$ cat config.mk
export PLATFORM = sky130hd
export DESIGN_NAME = bus_rr_sched_flat
export DESIGN_NICKNAME = d
export VERILOG_FILES = /design/src/rtl/bus_rr_sched_if.sv /design/src/rtl/bus_rr_sched.sv /design/src/flat_wrapper.sv
export SDC_FILE = /design/constraint.sdc
export NUM_CORES = 1
export LEC_CHECK = 0
export ABC_AREA = 1
export BUFFER_PORTS_ARGS = -buffer_cell sky130_fd_sc_hd__buf_2
export CORE_UTILIZATION = 54
export DETAILED_ROUTE_END_ITERATION = 16
export PLACE_DENSITY = 0.86
export SETUP_SLACK_MARGIN = 0.2
export SLEW_MARGIN = 20
export SYNTH_ARGS = -nofsm -noshare
export SYNTH_HDL_FRONTEND = slang
export SYNTH_SLANG_ARGS = --single-unit
$ cat constraint.sdc
create_clock -name clk -period 2.85 [get_ports clk]
set_input_delay 0.4275 -clock clk [delete_from_list [all_inputs] [get_ports clk]]
set_output_delay 0.4275 -clock clk [all_outputs]
set_load 0.01 [all_outputs]
$ cat src/rtl/bus_rr_sched_if.sv
// Packet-bus interface between the round-robin scheduler and the device FIFOs.
//
// Signals:
//   pndng   FIFO i non-empty (bit i)
//   D_pop   packed FIFO heads, slice i = head of FIFO i (first-word-fall-through)
//   pop     one-hot pop strobe to the granted FIFO
//   push    push strobes to destination FIFOs
//   D_push  packet driven on the bus while any push bit is high
//
// Modports:
//   master  scheduler side (drives pop/push/D_push)
//   slave   FIFO side (drives pndng/D_pop)
interface bus_rr_sched_if #(
    parameter int unsigned drvrs   = 4,
    parameter int unsigned pckg_sz = 16
);
    logic [drvrs-1:0]         pndng;
    logic [drvrs*pckg_sz-1:0] D_pop;
    logic [drvrs-1:0]         pop;
    logic [drvrs-1:0]         push;
    logic [pckg_sz-1:0]       D_push;

    modport master (
        input  pndng,
        input  D_pop,
        output pop,
        output push,
        output D_push
    );

    modport slave (
        output pndng,
        output D_pop,
        input  pop,
        input  push,
        input  D_push
    );
endinterface

$ cat src/rtl/bus_rr_sched.sv
// Single-bus round-robin scheduler. Grants one pending device FIFO at a time,
// pops its head packet, decodes the destination byte (top 8 bits) and pushes
// the unchanged packet to one device, or to every other device on broadcast.
// Self-addressed or out-of-range destinations are dropped and counted.
// One transfer takes four cycles: IDLE (select) -> POP -> ROUTE -> GAP.
//
// Ports:
//   clk       rising-edge clock
//   reset     synchronous, active-high
//   bus_io    packet bus (pndng/D_pop in, pop/push/D_push out)
//   grant_id  index of the device currently or last granted
//   busy      high in every state except IDLE
//   drop_cnt  saturating count of dropped packets
module bus_rr_sched #(
    parameter int unsigned drvrs     = 4,
    parameter int unsigned pckg_sz   = 16,
    parameter logic [7:0]  broadcast = 8'hFF
) (
    input  logic                  clk,
    input  logic                  reset,
    bus_rr_sched_if.master        bus_io,
    output logic [7:0]            grant_id,
    output logic                  busy,
    output logic [15:0]           drop_cnt
);

    typedef enum logic [1:0] {
        StIdle,
        StPop,
        StRoute,
        StGap
    } state_e;

    localparam logic [drvrs-1:0] OneHot0 = {{(drvrs-1){1'b0}}, 1'b1};
    localparam logic [drvrs-1:0] AllOnes = '1;
    localparam logic [7:0]       LastRst = 8'(drvrs - 1);

    state_e             state_q, state_d;
    logic [7:0]         last_q, last_d;
    logic [7:0]         grant_q, grant_d;
    logic [pckg_sz-1:0] data_q, data_d;
    logic [pckg_sz-1:0] dpush_q, dpush_d;
    logic [drvrs-1:0]   pop_q, pop_d;
    logic [drvrs-1:0]   push_q, push_d;
    logic               busy_q, busy_d;
    logic [15:0]        drop_cnt_q, drop_cnt_d;

    // Round-robin select: lowest pending index above last, else lowest pending overall.
    logic [drvrs-1:0]   hi_mask;
    logic [drvrs-1:0]   req_hi;
    logic [7:0]         sel_lo, sel_hi, sel;
    logic [pckg_sz-1:0] sel_data;

    always_comb begin
        hi_mask = '0;
        for (int i = 0; i < int'(drvrs); i++) begin
            hi_mask[i] = (i > int'(last_q));
        end
    end

    assign req_hi = bus_io.pndng & hi_mask;

    always_comb begin
        sel_lo = '0;
        sel_hi = '0;
        for (int i = int'(drvrs) - 1; i >= 0; i--) begin
            if (bus_io.pndng[i]) begin
                sel_lo = 8'(i);
            end
            if (req_hi[i]) begin
                sel_hi = 8'(i);
            end
        end
    end

    assign sel = (|req_hi) ? sel_hi : sel_lo;

    always_comb begin
        sel_data = '0;
        for (int i = 0; i < int'(drvrs); i++) begin
            if (sel == 8'(i)) begin
                sel_data = bus_io.D_pop[i*pckg_sz +: pckg_sz];
            end
        end
    end

    logic [7:0] dest;
    assign dest = data_q[pckg_sz-1 -: 8];

    always_comb begin
        state_d    = state_q;
        last_d     = last_q;
        grant_d    = grant_q;
        data_d     = data_q;
        dpush_d    = dpush_q;
        pop_d      = '0;
        push_d     = '0;
        busy_d     = busy_q;
        drop_cnt_d = drop_cnt_q;

        unique case (state_q)
            StIdle: begin
                if (|bus_io.pndng) begin
                    data_d  = sel_data;
                    grant_d = sel;
                    last_d  = sel;
                    pop_d   = OneHot0 << sel;
                    busy_d  = 1'b1;
                    state_d = StPop;
                end
            end
            StPop: begin
                // Outputs are registered, so the ROUTE-cycle strobes are decided here.
                dpush_d = data_q;
                if (dest == broadcast) begin
                    push_d = AllOnes & ~(OneHot0 << grant_q);
                end else if ((32'(dest) < drvrs) && (dest != grant_q)) begin
                    push_d = OneHot0 << dest;
                end else if (drop_cnt_q != 16'hFFFF) begin
                    drop_cnt_d = drop_cnt_q + 16'd1;
                end
                state_d = StRoute;
            end
            StRoute: begin
                state_d = StGap;
            end
            StGap: begin
                // Lets the popped FIFO settle pndng before the next evaluation.
                busy_d  = 1'b0;
                state_d = StIdle;
            end
            default: begin
                busy_d  = 1'b0;
                state_d = StIdle;
            end
        endcase
    end

    always_ff @(posedge clk) begin
        if (reset) begin
            state_q    <= StIdle;
            last_q     <= LastRst;
            grant_q    <= '0;
            data_q     <= '0;
            dpush_q    <= '0;
            pop_q      <= '0;
            push_q     <= '0;
            busy_q     <= 1'b0;
            drop_cnt_q <= '0;
        end else begin
            state_q    <= state_d;
            last_q     <= last_d;
            grant_q    <= grant_d;
            data_q     <= data_d;
            dpush_q    <= dpush_d;
            pop_q      <= pop_d;
            push_q     <= push_d;
            busy_q     <= busy_d;
            drop_cnt_q <= drop_cnt_d;
        end
    end

    assign bus_io.pop    = pop_q;
    assign bus_io.push   = push_q;
    assign bus_io.D_push = dpush_q;
    assign grant_id      = grant_q;
    assign busy          = busy_q;
    assign drop_cnt      = drop_cnt_q;

endmodule

$ cat src/flat_wrapper.sv
// flat-port wrapper written by rule: the top's interface ports become plain ports
module bus_rr_sched_flat 
#(
    parameter int unsigned drvrs     = 4,
    parameter int unsigned pckg_sz   = 16,
    parameter logic [7:0]  broadcast = 8'hFF
)
  (clk, reset, grant_id, busy, drop_cnt, bus_io_pndng, bus_io_D_pop, bus_io_pop, bus_io_push, bus_io_D_push);
  bus_rr_sched_if #(.drvrs(drvrs), .pckg_sz(pckg_sz)) bus_io_i ();
  input  logic clk;
  input  logic reset;
  output logic [7:0] grant_id;
  output logic busy;
  output logic [15:0] drop_cnt;
  input wire logic [$bits(bus_io_i.pndng)-1:0] bus_io_pndng;
  input wire logic [$bits(bus_io_i.D_pop)-1:0] bus_io_D_pop;
  output wire logic [$bits(bus_io_i.pop)-1:0] bus_io_pop;
  output wire logic [$bits(bus_io_i.push)-1:0] bus_io_push;
  output wire logic [$bits(bus_io_i.D_push)-1:0] bus_io_D_push;
  assign bus_io_i.pndng = bus_io_pndng;
  assign bus_io_i.D_pop = bus_io_D_pop;
  assign bus_io_pop = bus_io_i.pop;
  assign bus_io_push = bus_io_i.push;
  assign bus_io_D_push = bus_io_i.D_push;
  bus_rr_sched #(.drvrs(drvrs), .pckg_sz(pckg_sz), .broadcast(broadcast)) u_core (.clk(clk), .reset(reset), .bus_io(bus_io_i), .grant_id(grant_id), .busy(busy), .drop_cnt(drop_cnt));
endmodule
==> impl_summary.md <==
Clock network
The clock passes through at most 2 buffers. The CTS sink count is 63. CTS built an H-tree with a depth of 3. The CTS tree is done.

In this run, post-CTS repair resized a total of 0 instances. The post-CTS setup buffer count is 0. After clock tree synthesis, the clock-pin slew on the worst setup and hold paths is 70 ps. In this run, CTS created clock tree buffers numbering 9. Clock latency on the worst-skew pair, taken at its later pin, is 350 ps. The hold-fix buffer count after cts is 0.

The cell at the root of the clock tree is sky130_fd_sc_hd__clkbuf_8.

Drt
The first TritonRoute pass finished after 5 iterations. The routed length on met2 is 4250 µm. The routed wire length per instance is 13.2 µm. For this block, wires on met1 add up to 4060 µm. Wires add up to 9350 µm. The first routing iteration left 367 violations. The highest layer touched by signal routing is met4.

Dividing the detail-routed via count by the number of cells gives 5.37. The routed layout has 3805 vias. The count of nets left with antenna violations once routing finished came out at 0. In the routed design, unresolved DRC markers number 0. Summed over all nets, wire length on met3 after detailed routing comes to 782 µm.

STA
The post-route minimum period is 2260 ps. The headroom to the max-slew limit is 0.472. The final setup violation count is 0.

The final critical-path share of the clock period is 0.793. The maximum achievable frequency is 443 MHz. After routing, the total negative slack on setup checks comes to 0 ps. The hold violation count in the final report came to 0. Setup repair after global routing left no endpoint under its margin. The maximum clock skew at final layout is 11.2 ps. Setup slack on the critical path of the routed design comes to 591 ps.

The number of pins exceeding their max-slew limit in the final report is 0. The tightest hold margin is 402 ps. The actual slew at the worst max-slew pin is 793 ps.

Synth
The number of unique standard cell types used by synthesis is 29. For this run, the register share of the synthesized area comes to 0.368. For this run, the number of Yosys warnings is 0.

The mean cell area of the mapped netlist is 6.51 µm². The number of standard cells after synthesis is 526. In this run the cell area of the synthesized design comes to 0.00343 mm².

The synthesized design contains 63 register bits.

Pwr
The part of the power in the clock network is 0.272. Dividing total power by cell area gives a power density of 866 mW/mm². In this run the static leakage power is 2.09 nW.

Summing internal, switching and leakage power gives 0.00365 W. For this design the total switching power over the nets is 0.00149 W. Of the total power, combinational logic draws 0.382. The worst-case vdd ir drop is 572 µV.

Of the total power, registers draw 0.346. Of the total power, the share spent switching nets is 0.407. The internal power is 0.00217 W.

Floorplan
Measured along the x axis, the die boundary spans 81.7 µm. For this configuration, the core starts out at a cell density of 0.569. The die is 81.7 µm tall. The I/O pin total is 119. Row generation in the floorplan step produced 28 rows. The die area is 0.00667 mm².

The area of the placeable core is 0.00603 mm².

Global routing
Entering global routing, the biggest net connects 33 pins. The global-route usage over all layers is 0.292. The via count of the first global-routing pass is 3399. The first global-routing pass estimated 14900 µm of wire. After global routing the overflow that remains totals 0. The number of antenna violations at the first check in global routing is 0.

Worst setup path
The worst setup path is captured at a flop. The kind of start point of the critical path is a flop. The register-to-register setup slack is 590 ps. The critical path data arrival time is 2550 ps. The largest fanout on the critical path is 16. The endpoint of the lowest-slack register-to-register path is u_core.data_q[14]$_SDFFE_PP0P_.

The logic depth of the worst register-to-register path is 12. The required time of the worst setup path is 3140 ps. The launch point of the worst reg-to-reg path is u_core.last_q[1]$_SDFFE_PP1P_. The kind of critical path is flop to flop.

Min path
The end of the worst hold path is u_core.data_q[7]$_SDFFE_PP0P_. The startpoint identified for the worst hold timing path is bus_io_D_pop[39]. The path type of the worst min-delay path is primary input to flop. Along the worst hold path, the cell count comes to 5.

Final layout
The number of inserted diodes is 0. The synthesis-to-layout area growth is 23.2%. In the layout the commonest cells are sky130_fd_sc_hd__nand2_1 (119), sky130_fd_sc_hd__buf_2 (112), sky130_fd_sc_hd__nor2_1 (83).

The library cell used most frequently in the layout, excluding fill and tap cells, is sky130_fd_sc_hd__nand2_1. The layout cell share with drive strength beyond 1 is 0.224. For this run, the share of the core covered by cells in the final layout is 0.700.

The final layout contains 704 nets.

Flow run
Across the run, the number of max-cap violations was 0.

Placement
The HPWL after detailed placement is 6700 µm. The total of buffers placed on input and output ports is 112. Prior to clock tree synthesis, the placed netlist has a worst setup slack of 526 ps. Routability-driven placement finished with a final weighted congestion of 0.991.

Run status
The run finished with clean final reports.
[power by group through the flow]
stage,sequential [W],combinational [W],clock [W]
3_5_place_dp,0.00127,0.00137,0
4_1_cts,0.00126,0.00138,0.00100
2_1_floorplan,0.00127,0.00101,0
3_3_place_gp,0.00127,0.00131,0
5_1_grt,0.00128,0.00157,0.00104
6_report,0.00127,0.00140,0.000992
[cells by family (layout without fill, tap and decap cells)]
kind of cell	count (synthesis)	count (layout)	synth area share
AND/OR/NAND/NOR	287	287	0.361
buffers and inverters	81	184	0.104
AO/OA/AOI/OAI	75	75	0.112
flip-flops	63	63	0.368
XOR/XNOR	14	14	0.0358
adder cells (fa/ha/maj)	5	5	0.0183
other	1	6	0.00109
[metal layers]
metal	global-route usage	vias to the layer above
li1	-	1875
met1	0.374	1721
met2	0.468	184
met3	0.0656	25
met4	0.133	0
met5	0	-
[synthesized netlist by cell type]
library cell	n	area, µm²
sky130_fd_sc_hd__buf_1	1	3.75
sky130_fd_sc_hd__nand3_1	62	310
sky130_fd_sc_hd__and2_1	1	6.26
sky130_fd_sc_hd__nand2_8	1	20.0
sky130_fd_sc_hd__buf_2	5	25.0
sky130_fd_sc_hd__xnor2_1	4	35.0
sky130_fd_sc_hd__o21ai_0	32	160
sky130_fd_sc_hd__ha_1	5	62.6
sky130_fd_sc_hd__a21oi_2	2	17.5
sky130_fd_sc_hd__nand2_2	1	6.26
sky130_fd_sc_hd__a21oi_1	41	205
sky130_fd_sc_hd__nor2_2	1	6.26
sky130_fd_sc_hd__buf_12	1	20.0
sky130_fd_sc_hd__buf_4	6	45.0
sky130_fd_sc_hd__nand3_2	1	10.0
sky130_fd_sc_hd__xor2_1	10	87.6
sky130_fd_sc_hd__inv_2	3	11.3
sky130_fd_sc_hd__nor3_2	1	10.0
sky130_fd_sc_hd__nor2_1	83	312
sky130_fd_sc_hd__buf_6	1	11.3
sky130_fd_sc_hd__dfxtp_1	63	1260
sky130_fd_sc_hd__nor3_1	8	40.0
sky130_fd_sc_hd__inv_1	50	188
sky130_fd_sc_hd__nand2_1	119	447
sky130_fd_sc_hd__conb_1	1	3.75
sky130_fd_sc_hd__nand4_1	6	37.5
sky130_fd_sc_hd__nand3b_1	2	15.0
sky130_fd_sc_hd__nor3_4	1	16.3
sky130_fd_sc_hd__clkbuf_1	14	52.6
[critical path, stage by stage, from the launching register on]
cell,delay [ps]
sky130_fd_sc_hd__dfxtp_1,380
sky130_fd_sc_hd__nor2_1,60
sky130_fd_sc_hd__nand2_1,110
sky130_fd_sc_hd__nand2_1,80
sky130_fd_sc_hd__inv_2,60
sky130_fd_sc_hd__nand2_1,300
sky130_fd_sc_hd__nand2_1,460
sky130_fd_sc_hd__inv_1,150
sky130_fd_sc_hd__nor2_1,270
sky130_fd_sc_hd__nand2_1,100
sky130_fd_sc_hd__nand3_1,90
sky130_fd_sc_hd__nor2_1,40
sky130_fd_sc_hd__nor2_1,80
[area by class of cell]
type	count	area, µm²
clock buffers	11	151
clock inverters	5	104
fillers	504	1810
inverters	53	199
multi-input cells	387	1830
flip-flops and latches	63	1260
well taps	75	93.8
repair buffers	115	583
[metrics by stage]
stage                     instance area, µm²  std cells
after floorplan                         3440        531
after global placement                  3960        693
after detailed placement                3960        693
after CTS                               4220        709
after global routing                    4220        709
final                                   4220        709
[sequential cells by signal, summed over array words and instances (netlist names)]
| name | flops |
|---|---|
| u_core.drop_cnt | 16 |
| u_core.bus_io.push | 4 |
| u_core.grant_id | 2 |
| u_core.state_q | 2 |
| u_core.bus_io.D_push | 16 |
| u_core.data_q | 16 |
| u_core.last_q | 2 |
| u_core.busy | 1 |
| u_core.bus_io.pop | 4 |
[worst max path at each step]
| stage | from | to | slack [ps] |
|---|---|---|---|
| after global routing | u_core.last_q[1]$_SDFFE_PP1P_ | u_core.data_q[14]$_SDFFE_PP0P_ | 390 |
| after CTS | u_core.last_q[1]$_SDFFE_PP1P_ | u_core.data_q[14]$_SDFFE_PP0P_ | 650 |
| after floorplan | u_core.drop_cnt[0]$_SDFFE_PP0P_ | u_core.drop_cnt[15]$_SDFFE_PP0P_ | 1050 |
| after detailed placement | bus_io_pndng[2] | u_core.data_q[14]$_SDFFE_PP0P_ | 530 |
| after global placement | bus_io_pndng[2] | u_core.data_q[14]$_SDFFE_PP0P_ | 640 |
| final | u_core.last_q[1]$_SDFFE_PP1P_ | u_core.data_q[14]$_SDFFE_PP0P_ | 590 |
No activity file was read; power rests on OpenSTA's default activity.
